## src/rtl/if_fetch_if.sv

```systemverilog
// Byte-wide memory read bus between the instruction fetch stage and the
// memory controller. The fetch stage is the master: it raises mem_req with a
// byte address and the controller answers with mem_ready/mem_data.
interface if_fetch_if;
  logic        mem_req;
  logic [31:0] mem_addr;
  logic        mem_ready;
  logic [7:0]  mem_data;

  modport master (
    output mem_req,
    output mem_addr,
    input  mem_ready,
    input  mem_data
  );

  modport slave (
    input  mem_req,
    input  mem_addr,
    output mem_ready,
    output mem_data
  );
endinterface

```

## src/rtl/if_fetch.sv

```systemverilog
// Instruction fetch stage. Assembles a 32-bit little-endian instruction from
// four byte reads on the memory bus, presents it to decode with if_valid and
// holds it while decode stalls. jmp_enable flushes any fetch in flight.
// rst is asynchronous and active low.
//
// Optional feature: define ICACHE_EN to add a direct-mapped instruction cache
// of ICACHE_LINES words. A hit in IDLE delivers the word one cycle after
// enable_pc without touching the memory bus; a completed miss fills the line.
module if_fetch #(
  parameter int ICACHE_LINES = 32
) (
  input  logic          clk,
  input  logic          rst,
  input  logic [31:0]   pc,
  input  logic          enable_pc,
  input  logic          jmp_enable,
  input  logic          stall_in,
  output logic          stall_req,
  if_fetch_if.master    mem,
  output logic [31:0]   if_inst,
  output logic [31:0]   if_pc,
  output logic          if_valid
);

  localparam logic [1:0] IDLE  = 2'd0;
  localparam logic [1:0] FETCH = 2'd1;
  localparam logic [1:0] HOLD  = 2'd2;

  logic [1:0]  state;
  logic [31:0] fetch_pc;
  logic [1:0]  cnt;
  logic [23:0] byte_buf;
  logic [31:0] fill_word;
  logic        last_byte;

  // The last byte goes straight into the output word, so only three are buffered.
  assign fill_word = {mem.mem_data, byte_buf};
  assign last_byte = (state == FETCH) && !jmp_enable && mem.mem_ready && (cnt == 2'd3);

  // Bus request and back-pressure follow directly from the state register,
  // so both collapse to zero the moment reset forces IDLE.
  assign mem.mem_req  = (state == FETCH);
  assign mem.mem_addr = fetch_pc + {30'd0, cnt};
  assign stall_req    = (state != IDLE);

`ifdef ICACHE_EN
  localparam int IDX_W = $clog2(ICACHE_LINES);
  localparam int TAG_W = 30 - IDX_W;

  logic [31:0]             cache_data [ICACHE_LINES];
  logic [TAG_W-1:0]        cache_tag  [ICACHE_LINES];
  logic [ICACHE_LINES-1:0] cache_valid;
  logic [IDX_W-1:0]        lookup_idx;
  logic [TAG_W-1:0]        lookup_tag;
  logic [IDX_W-1:0]        fill_idx;
  logic [TAG_W-1:0]        fill_tag;
  logic                    cache_hit;
  logic [31:0]             cache_rd;

  assign lookup_idx = pc[IDX_W+1:2];
  assign lookup_tag = pc[31:IDX_W+2];
  assign fill_idx   = fetch_pc[IDX_W+1:2];
  assign fill_tag   = fetch_pc[31:IDX_W+2];
  assign cache_hit  = cache_valid[lookup_idx] && (cache_tag[lookup_idx] == lookup_tag);
  assign cache_rd   = cache_data[lookup_idx];

  // Valid bits are the only cache state that must be cleared by reset.
  always_ff @(posedge clk or negedge rst) begin
    if (!rst) begin
      cache_valid <= '0;
    end else if (last_byte) begin
      cache_valid[fill_idx] <= 1'b1;
    end
  end

  // Line data and tag are written only when a miss completes without a flush.
  always_ff @(posedge clk) begin
    if (last_byte) begin
      cache_data[fill_idx] <= fill_word;
      cache_tag[fill_idx]  <= fill_tag;
    end
  end
`endif

  // Fetch sequencer: IDLE accepts a new pc, FETCH collects four bytes,
  // HOLD keeps the instruction on the outputs until decode takes it.
  always_ff @(posedge clk or negedge rst) begin
    if (!rst) begin
      state    <= IDLE;
      fetch_pc <= '0;
      cnt      <= '0;
      byte_buf <= '0;
      if_inst  <= '0;
      if_pc    <= '0;
      if_valid <= 1'b0;
    end else if (jmp_enable) begin
      state    <= IDLE;
      cnt      <= '0;
      if_valid <= 1'b0;
    end else begin
      case (state)
        IDLE: begin
          if (enable_pc) begin
            fetch_pc <= pc;
            cnt      <= '0;
`ifdef ICACHE_EN
            if (cache_hit) begin
              if_inst  <= cache_rd;
              if_pc    <= pc;
              if_valid <= 1'b1;
              state    <= HOLD;
            end else begin
              state    <= FETCH;
            end
`else
            state    <= FETCH;
`endif
          end
        end
        FETCH: begin
          if (mem.mem_ready) begin
            case (cnt)
              2'd0: byte_buf[7:0]   <= mem.mem_data;
              2'd1: byte_buf[15:8]  <= mem.mem_data;
              2'd2: byte_buf[23:16] <= mem.mem_data;
              default: begin
                if_inst  <= fill_word;
                if_pc    <= fetch_pc;
                if_valid <= 1'b1;
                state    <= HOLD;
              end
            endcase
            cnt <= cnt + 2'd1;
          end
        end
        HOLD: begin
          if (!stall_in) begin
            if_valid <= 1'b0;
            state    <= IDLE;
          end
        end
        default: begin
          state    <= IDLE;
          cnt      <= '0;
          if_valid <= 1'b0;
        end
      endcase
    end
  end

endmodule

```

## src/flat_wrapper.sv

```systemverilog
// flat-port wrapper written by rule: the top's interface ports become plain ports
module if_fetch_flat 
#(
  parameter int ICACHE_LINES = 32
)
  (clk, rst, pc, enable_pc, jmp_enable, stall_in, stall_req, if_inst, if_pc, if_valid, mem_mem_req, mem_mem_addr, mem_mem_ready, mem_mem_data);
  if_fetch_if mem_i ();
  input  logic clk;
  input  logic rst;
  input  logic [31:0] pc;
  input  logic enable_pc;
  input  logic jmp_enable;
  input  logic stall_in;
  output logic stall_req;
  output logic [31:0] if_inst;
  output logic [31:0] if_pc;
  output logic if_valid;
  output wire logic [$bits(mem_i.mem_req)-1:0] mem_mem_req;
  output wire logic [$bits(mem_i.mem_addr)-1:0] mem_mem_addr;
  input wire logic [$bits(mem_i.mem_ready)-1:0] mem_mem_ready;
  input wire logic [$bits(mem_i.mem_data)-1:0] mem_mem_data;
  assign mem_mem_req = mem_i.mem_req;
  assign mem_mem_addr = mem_i.mem_addr;
  assign mem_i.mem_ready = mem_mem_ready;
  assign mem_i.mem_data = mem_mem_data;
  if_fetch #(.ICACHE_LINES(ICACHE_LINES)) u_core (.clk(clk), .rst(rst), .pc(pc), .enable_pc(enable_pc), .jmp_enable(jmp_enable), .stall_in(stall_in), .stall_req(stall_req), .mem(mem_i), .if_inst(if_inst), .if_pc(if_pc), .if_valid(if_valid));
endmodule
```

## config.mk

```make
export PLATFORM = sky130hd
export DESIGN_NAME = if_fetch_flat
export DESIGN_NICKNAME = d
export VERILOG_FILES = /design/src/rtl/if_fetch_if.sv /design/src/rtl/if_fetch.sv /design/src/flat_wrapper.sv
export SDC_FILE = /design/constraint.sdc
export NUM_CORES = 1
export LEC_CHECK = 0
export BUFFER_PORTS_ARGS = -buffer_cell sky130_fd_sc_hd__buf_2
export CELL_PAD_IN_SITES_DETAIL_PLACEMENT = 0
export CELL_PAD_IN_SITES_GLOBAL_PLACEMENT = 1
export CORE_MARGIN = 2
export CORE_UTILIZATION = 38
export CTS_CLUSTER_DIAMETER = 100
export DETAILED_ROUTE_END_ITERATION = 10
export PLACE_DENSITY = 0.81
export SLEW_MARGIN = 0
export SYNTH_ARGS = -nofsm -noshare
export SYNTH_HDL_FRONTEND = slang
export SYNTH_SLANG_ARGS = --single-unit
```

## constraint.sdc

```tcl
create_clock -name clk -period 2.5 [get_ports clk]
set_input_delay 0.5 -clock clk [delete_from_list [all_inputs] [get_ports clk]]
set_output_delay 0.5 -clock clk [all_outputs]
set_load 0.005 [all_outputs]
```

Yosys cells after proc, flatten, opt, wreduce, memory -nomap -nowiden
Cells that the tools add are included.

word-level totals
  register bits after elaboration = 125
  latch bits = 0
  memory bits (writable) = 0
  ROM bits = 0
  bits of input ports = 46
  output and inout bits = 99
  word-level logic and storage cells = 50
  memories kept = 0

cells by class
  add/subtract/negate cells = 2
  $mul = 0
  divide/modulo/power cells = 0
  magnitude comparators = 0
  eq/ne operators = 10
  shift-type cells = 0
  mux-type cells = 15
  bitwise logic cells = 2
  reductions and logical operators = 12

operators with widths
  operator                                                         count
  32-bit by 2-bit adder with 32-bit output                         1
  4-bit AND reduction                                              6
  2-bit two-way mux                                                8
  2-bit case mux with 3 select lines                               2
  3-bit != test, second input constant                             3
  3-bit AND reduction                                              2
  2-bit by 1-bit == test with 1-bit output, second input constant  2
  2-bit == test, second input constant                             2
  2-bit zero test                                                  2
  1-bit two-way mux                                                4
  2-bit != test, second input constant                             2
  3-bit by 2-bit != test with 1-bit output, second input constant  1
  1-bit case mux with 3 select lines                               1
  3-bit OR reduction                                               1
  2-bit by 1-bit adder with 2-bit output, second input constant    1
  1-bit inverter                                                   2
  2-bit nonzero test                                               1

Depth between registers and ports, before layout
Gate-level depths: netlist (run 1).

  depth after elaboration = 6
  mapped depth = 8
  gate-level depth less buffers = 7

Worst setup path after synthesis (run 1)
No wires, ideal clock.

  kind = register -> output
  start = register u_core.cnt[0]
  end = output port mem_mem_addr[18]
  arrival time = 1.924 ns
  required time = 2.000 ns
  setup slack = 0.076 ns
  stages on the path, launching flop included = 9
  path buffers = 1
  cells stage by stage = dfrtp_1 ha_1 inv_1 fa_1 and4b_1 and4_1 buf_2 nand4_1 xnor2_1

between the ends
  longest elaborated chain between the ends = 1

RTL lines
  what                                      line                text
  from (decl)                               if_fetch.sv:31      logic [1:0] cnt;
  from (signal assigned)                    if_fetch.sv:133     cnt <= cnt + 2'd1;
  32-bit by 2-bit adder with 32-bit output  if_fetch.sv:43      assign mem.mem_addr = fetch_pc + {30'd0, cnt};
  to (decl)                                 flat_wrapper.sv:19  output wire logic [$bits(mem_i.mem_addr)-1:0] mem_mem_addr;

Every way passes these cells.

Worst setup path after layout (run 1)
  start = register u_core.fetch_pc[0]
  end = output port mem_mem_addr[18]

between the ends
  longest elaborated chain between the ends = 1

RTL lines
  what                                      line             text
  from (decl)                               if_fetch.sv:30   logic [31:0] fetch_pc;
  from (signal assigned)                    if_fetch.sv:104  fetch_pc <= pc;
  32-bit by 2-bit adder with 32-bit output  if_fetch.sv:43

Every way passes these cells.

==> run summary, run 1 <==
Share of post-route cells with drive strength above 1 - 59.7%
IR drop worst, VDD - 0.392 mV
Syn. warnings - 0
Worst Setup End Kind - output port
Clock slew at reported path FFs - 0.05 ns
Row cnt - 44
Yosys cell types - 38
CP Max Fanout - 8
Clock latency at the later pin of the worst-skew pair - 0.41 ns
Crit path launch type - flip-flop
Met1 global-route usage - 22.5%
Status - finished, violations left
CTS tree - built
Effective utilization at floorplan - 38.8%
Synth Cell Area - 5620 um^2
Fin crit share - 116%
Iteration-0 DRC Markers - 118
RSZ-0062 raised after global routing - true
CP arrival - 2.41 ns
First-pass GRT wire length - 21.2 mm
Final setup fails - 27
Vias per cell - 4.92
Busiest grt layer - met2
Pre-antenna DRT Iters - 4
Fmax - 0.344 GHz
Largest net degree at the start of global routing - 126
Min Tclk post-route - 2.91 ns
Worst Setup Slack, final - -0.411 ns
DR DRC count - 0
Core Area - 14500 um^2
Syn nets - 449
CTS root buf - clkbuf_16
Synthesis-stage register bit count - 125
Layout Cells excl Fill - 767
CTS sink count - 125
Htree depth - 4
Die height - 126 um
Min-Delay Path Class - in -> async
Number of port buffers - 144
Final ANT Viol Nets - 0
GRT Total Usage - 17.0%
Slew margin rel. - 52.9%
Detailed Route WL - 13.1 mm
Critical Path RT - 2.00 ns
Dpl cells - 726
Die ar. - 15800 um^2
Final TNS setup - -7.67 ns
Static leakage - 4.14 nW
Endpoints failing hold - 0
HPWL Detailed - 8.83 mm
Register area share after synthesis - 55.7%
DR vias - 3774
CTS buffer count - 17
Grt met3 use - 5.27%
Fin. max-slew vios - 0
Worst-Margin Slew - 0.707 ns
Clock Skew - 0.00637 ns
GR Overflow Total - 0
Failing checks - setup timing
Cells after Synth - 396
Clock Path Buffers - 2
Final Wtd Congestion - 0.838
CTS Hold Buffers Added - 0
Pwr Total - 5.35 mW
Dpl ws - -0.0510 ns
Syn_area_per_cell - 14.2 um^2
MaxCap Viol Count - 0
Boundary Pins - 145
WL/cell - 17.1 um
Vias in the first global route - 4001
Synthesis-to-layout area growth - 35.1%
DIE WIDTH - 126 um
M2 GR Usage - 26.8%
Initial antenna violation count - 1
Layout fillers - 1222
ANT cells - 0
WS Path Type - reg -> out
P per Cell Area - 704 nW/um^2
Nets - 625
worst max-delay path, cell delays in order (launching register included):
cell and delay, ns:
dfrtp_1 0.40, ha_4 0.16, inv_2 0.04, fa_2 0.34, and4b_1 0.28, and4_1 0.20
buf_6 0.16, nand4_1 0.12, xnor2_1 0.18, buf_2 0.13
synthesized netlist by cell type:
library cell,instances,share of area (%)
dfrtp_1,125,56
mux2_2,79,16
mux2_4,38,10
nand2_1,18,1.2
xor2_1,17,2.6
xnor2_1,14,2.2
inv_1,10,0.67
nand3_1,10,0.89
nor2_1,10,0.67
nand4_1,9,1.0
nor3_1,8,0.71
buf_2,6,0.53
ha_1,6,1.3
buf_6,5,1.0
and4_1,4,0.62
buf_4,4,0.53
o21ai_0,4,0.36
and3_1,3,0.33
nor4_1,3,0.33
a21o_1,2,0.27
a21oi_1,2,0.18
and2_1,2,0.22
or2_2,2,0.22
a22oi_1,1,0.13
a32o_1,1,0.18
and4b_1,1,0.18
clkbuf_1,1,0.067
fa_1,1,0.36
nand2_2,1,0.11
nand3_2,1,0.18
nor2b_1,1,0.11
nor2b_4,1,0.24
nor3b_1,1,0.13
nor3b_2,1,0.22
nor4b_1,1,0.16
o211ai_1,1,0.13
o31ai_1,1,0.13
or3_1,1,0.11
through the flow:
stage,utilization [%],hold WS (ns),area [um^2]
detailed placement,46.1,0.488,6680
floorplan,-,0.204,5620
CTS,51.8,0.229,7500
global placement,46.1,0.482,6680
finish,52.4,0.152,7590
global route,52.4,0.247,7590
layout make-up:
| class | instances | area [um^2] | share of cell area, % |
|---|---|---|---|
| clock buffers | 22 | 464 | 6.11 |
| inverters | 10 | 37.5 | 0.494 |
| clock inverters | 8 | 92.6 | 1.22 |
| flip-flops and latches | 125 | 3130 | 41.2 |
| multi-input cells | 245 | 2580 | 34.0 |
| repair buffers | 173 | 1060 | 13.9 |
| well taps | 184 | 230 | 3.03 |
cells in the final DEF (no fill, tap or decap), types with 3 or more instances in the layout:
cell / instances
nor4_4: 3
clkbuf_1: 3
xor2_1: 17
nand3_1: 6
buf_4: 18
nor3_1: 3
nand4_1: 9
ha_1: 5
inv_1: 9
nand2_1: 18
clkinv_2: 5
buf_12: 6
and4_1: 4
dfrtp_1: 125
xnor2_2: 5
nor2_1: 8
nor3_4: 5
xnor2_1: 9
o21ai_0: 4
clkbuf_16: 17
mux2_4: 38
buf_2: 143
mux2_2: 79
buf_6: 4
nand3_2: 3
and3_1: 3
worst paths after layout:
path	endpoint	slack [ns]	startpoint	depth (start not counted)
max	mem_mem_addr[18]	-0.41	u_core.fetch_pc[0]	9
max in group asynchronous	u_core.fetch_pc[4]	1.79	rst	2
min reg2reg	u_core.if_inst[10]	0.50	u_core.byte_buf[10]	1
min	u_core.if_inst[23]	0.15	rst	2
max reg2reg	u_core.byte_buf[15]	0.57	u_core.state[0]	4
min in group clk	u_core.fetch_pc[1]	0.31	pc[1]	3
what timing repair did:
item                       in CTS  in global routing
cloned                          1                  0
pin swaps                      25                 10
setup endpoints to repair      27                 28
gates resized for setup        35                 12
buffers inserted                7                  3
routing by layer:
metal  share of wire [%]  wire length (um)  up-vias
li1                    -                 -     1759
met1                  44              5840     1899
met2                  49              6480       99
met3                 4.6               608       17
met4                 1.6               215        0
met5                   0                 0        -
power breakdown:
group	switching (mW)	total (mW)	leakage (nW)	internal, mW
clock	0.834	2.33	0.275	1.50
combinational	0.299	0.646	2.21	0.348
sequential	0.180	2.37	1.65	2.19
total	1.31	5.35	4.14	4.03
state kept, by name, indices dropped and copies added (netlist names):
register and cells:
u_core.byte_buf 24, u_core.cnt 2, u_core.fetch_pc 32, u_core.if_inst 32, u_core.if_pc 32, u_core.if_valid 1
u_core.state 2
logic make-up (layout without fill, tap and decap cells):
group,Yosys count,in the layout,synth area share (%)
mux,117,117,26.0
buf+inv,26,213,2.80
simple gates,78,78,7.66
compound gates,12,12,1.38
xor+xnor,31,31,4.83
fa+ha+maj,7,7,1.69
flops,125,125,55.7
Note: power is estimated with default switching activity, not from simulation.
==> run 2, diff against run 1 <==
--- a/config.mk
+++ b/config.mk
@@ -5,7 +5,7 @@
 export SDC_FILE = /design/constraint.sdc
 export NUM_CORES = 1
 export LEC_CHECK = 0
-export BUFFER_PORTS_ARGS = -buffer_cell sky130_fd_sc_hd__buf_2
+export BUFFER_PORTS_ARGS = -buffer_cell sky130_fd_sc_hd__clkbuf_2
 export CELL_PAD_IN_SITES_DETAIL_PLACEMENT = 0
 export CELL_PAD_IN_SITES_GLOBAL_PLACEMENT = 1
 export CORE_MARGIN = 2
==> run 2 against run 1 <==
  * The flow still finishes with violations (setup timing)
  * Cell count rose by 0.52%
  * Clock skew rose by 0.0021 ns
  * Design area rose by 1.5%
  * Via count rose by 2.4%
  * Clock-buffer cell count rose by 3
  * Critical path depth did not move
  * Sequential share of layout area fell by 0.59 points
  * Fmax fell by 2.8%
  * Clock power rose by 8%
  * Utilization rose by 0.79 points
==> run summary, run 2 (synthesized netlist as in run 1, its figures left out) <==
Worst Hold Depth - 3
WL/cell - 17.3 um (+1.0%)
DR DRC count - 0 (unchanged)
Min-Delay Path Class - in -> reg
Largest registers - u_core.fetch_pc: 32 flops, u_core.if_inst: 32 flops, u_core.if_pc: 32 flops
Boundary Pins - 145 (unchanged)
Origin of the worst min-delay path - pc[1]
GR Overflow Total - 0 (unchanged)
Status - finished, violations left
Worst Setup Slack, final - -0.495 ns (-0.0840 ns)
Worst reg2reg path depth - 5 (+1)
WS Path Type - reg -> out
Synthesis-to-layout area growth - 37.1%
Most frequent cells in the layout - 124 x dfrtp_1, 118 x clkbuf_2, 79 x mux2_2
Crit path launch type - flip-flop
Final setup fails - 27 (unchanged)
Reg2Reg Setup Slack - 0.49 ns (-0.08 ns)
Pwr Total - 5.54 mW (+3.6%)
Fin. max-slew vios - 0 (unchanged)
Final ANT Viol Nets - 0 (unchanged)
Clock latency at the later pin of the worst-skew pair - 0.41 ns (about the same)
P per Cell Area - 719 nW/um^2 (+2.1%)
CTS buffer count - 17 (unchanged)
Vias per cell - 5.01 (+1.8%)
CTS sink count - 125 (unchanged)
HPWL Detailed - 9.22 mm (+4.4%)
Initial antenna violation count - 0 (-1)
Critical Path RT - 2.00 ns (about the same)
Final TNS setup - -8.51 ns (-0.836 ns)
RR Startpoint - u_core.state[0]
Number of port buffers - 144 (unchanged)
Effective utilization at floorplan - 38.8% (unchanged)
IR drop worst, VDD - 0.453 mV (+16%)
Layout Cells excl Fill - 771 (+0.52%)
GRT Total Usage - 17.7% (+0.64 points)
Most common cell after layout, fill and taps aside - dfrtp_1
CTS tree - built
Nets - 628 (+0.48%)
Worst Setup End Kind - output port
Hold worst-path end - u_core.fetch_pc[1]
Slew margin rel. - 66.8% (+14 points)
Worst-Margin Slew - 0.497 ns (-0.210 ns)
ANT cells - 0 (unchanged)
DR vias - 3863 (+2.4%)
CP Max Fanout - 4 (-4)
Static leakage - 4.12 nW (-0.32%)
Worst reg2reg endpoint - u_core.if_pc[21]
Largest net degree at the start of global routing - 58 (-54%)
Clock Path Buffers - 2 (unchanged)
Worst hold slack - 0.303 ns (+0.152 ns)
Pre-antenna DRT Iters - 4 (unchanged)
Min Tclk post-route - 2.99 ns (+0.0840 ns)
Final core utilization - 53.2% (+0.79 points)
Share of post-route cells with drive strength above 1 - 60.8% (+1.1 points)
Fmax - 0.334 GHz (-2.8%)
Iteration-0 DRC Markers - 178 (+51%)
Dpl cells - 728 (+0.28%)
Clock Skew - 0.00845 ns (+0.00208 ns)
Final Wtd Congestion - 0.863 (+3.0%)
Failing checks - setup timing
Die height - 126 um (unchanged)
Core Area - 14500 um^2 (unchanged)
Die ar. - 15800 um^2 (unchanged)
RSZ-0062 raised after global routing - true
CTS root buf - clkbuf_16
Detailed Route WL - 13.3 mm (+1.5%)
Fin crit share - 120% (+3.4 points)
Row cnt - 44 (unchanged)
Clock slew at reported path FFs - 0.05 ns (about the same)
MaxCap Viol Count - 0 (unchanged)
Final Cell Area - 7710 um^2 (+1.5%)
Vias in the first global route - 4095 (+2.3%)
First-pass GRT wire length - 21.8 mm (+2.8%)
Dpl ws - -0.0508 ns (+0.000193 ns)
Htree depth - 4 (unchanged)
CP arrival - 2.49 ns (+0.08 ns)
DIE WIDTH - 126 um (unchanged)
Post-DP Area - 6680 um^2 (about the same)
Endpoints failing hold - 0 (unchanged)
==> run 2: cell types whose count changed in the layout (fill, tap and decap cells not counted), sizes merged <==
cell / change
dlygate4sd3: +1
bufinv: +1
clkbuf: +122
buf: -117
clkinv: -3
==> run 2: per-layer routing <==
metal / up-vias / global-route usage [%] / wire length, um / share of wire (%)
met2: 115 / 28.1 / 6530 / 49
met3: 30 / 4.80 / 626 / 4.7
met5: - / 0 / 0 / 0
met4: 0 / 8.04 / 374 / 2.8
li1: 1764 / - / - / -
met1: 1954 / 22.7 / 5810 / 44
==> run 2: final cells by class <==
type                            instances  area (um^2)
Sequential cell                       125         3130
Clock buffer                           25          495
Clock inverter                          6          108
Timing Repair Buffer                  176         1080
Fill cell                            1201         6770
Tap cell                              184          230
Multi-Input combinational cell        245         2630
Inverter                               10         37.5
==> run 2: critical path, stage by stage, from the launching register on <==
cell	delay (ns)
dfrtp_1	0.36
ha_2	0.21
inv_2	0.04
fa_2	0.33
and4b_1	0.29
buf_6	0.11
nand4_1	0.24
nor2_1	0.20
xor2_1	0.17
buf_2	0.14
==> run 2: where the power goes <==
part / internal [mW] / total, mW / switching (mW)
Sequential: 2.19 / 2.37 / 0.186
Clock: 1.66 / 2.51 / 0.841
Combinational: 0.356 / 0.660 / 0.304
==> run 2: repair_timing <==
item	CTS	global route
gates cloned	1	0
endpoints found under the hold margin	16	0
hold buffers	1	0
endpoints found under the setup margin	27	27
buffers inserted	7	4
gates resized for setup	41	43
pin swaps	23	10
==> run 2: worst max-delay path by stage <==
| stage | from | endpoint | slack (ns) |
|---|---|---|---|
| 2_1_floorplan | u_core.cnt[0] | mem_mem_addr[18] | 0.08 |
| 3_3_place_gp | u_core.cnt[0] | mem_mem_addr[18] | 0.02 |
| 3_5_place_dp | u_core.cnt[0] | mem_mem_addr[30] | -0.05 |
| 4_1_cts | u_core.cnt[0] | mem_mem_addr[30] | -0.44 |
| 5_1_grt | u_core.cnt[0] | mem_mem_addr[10] | -0.58 |
| 6_report | u_core.cnt[0] | mem_mem_addr[10] | -0.49 |
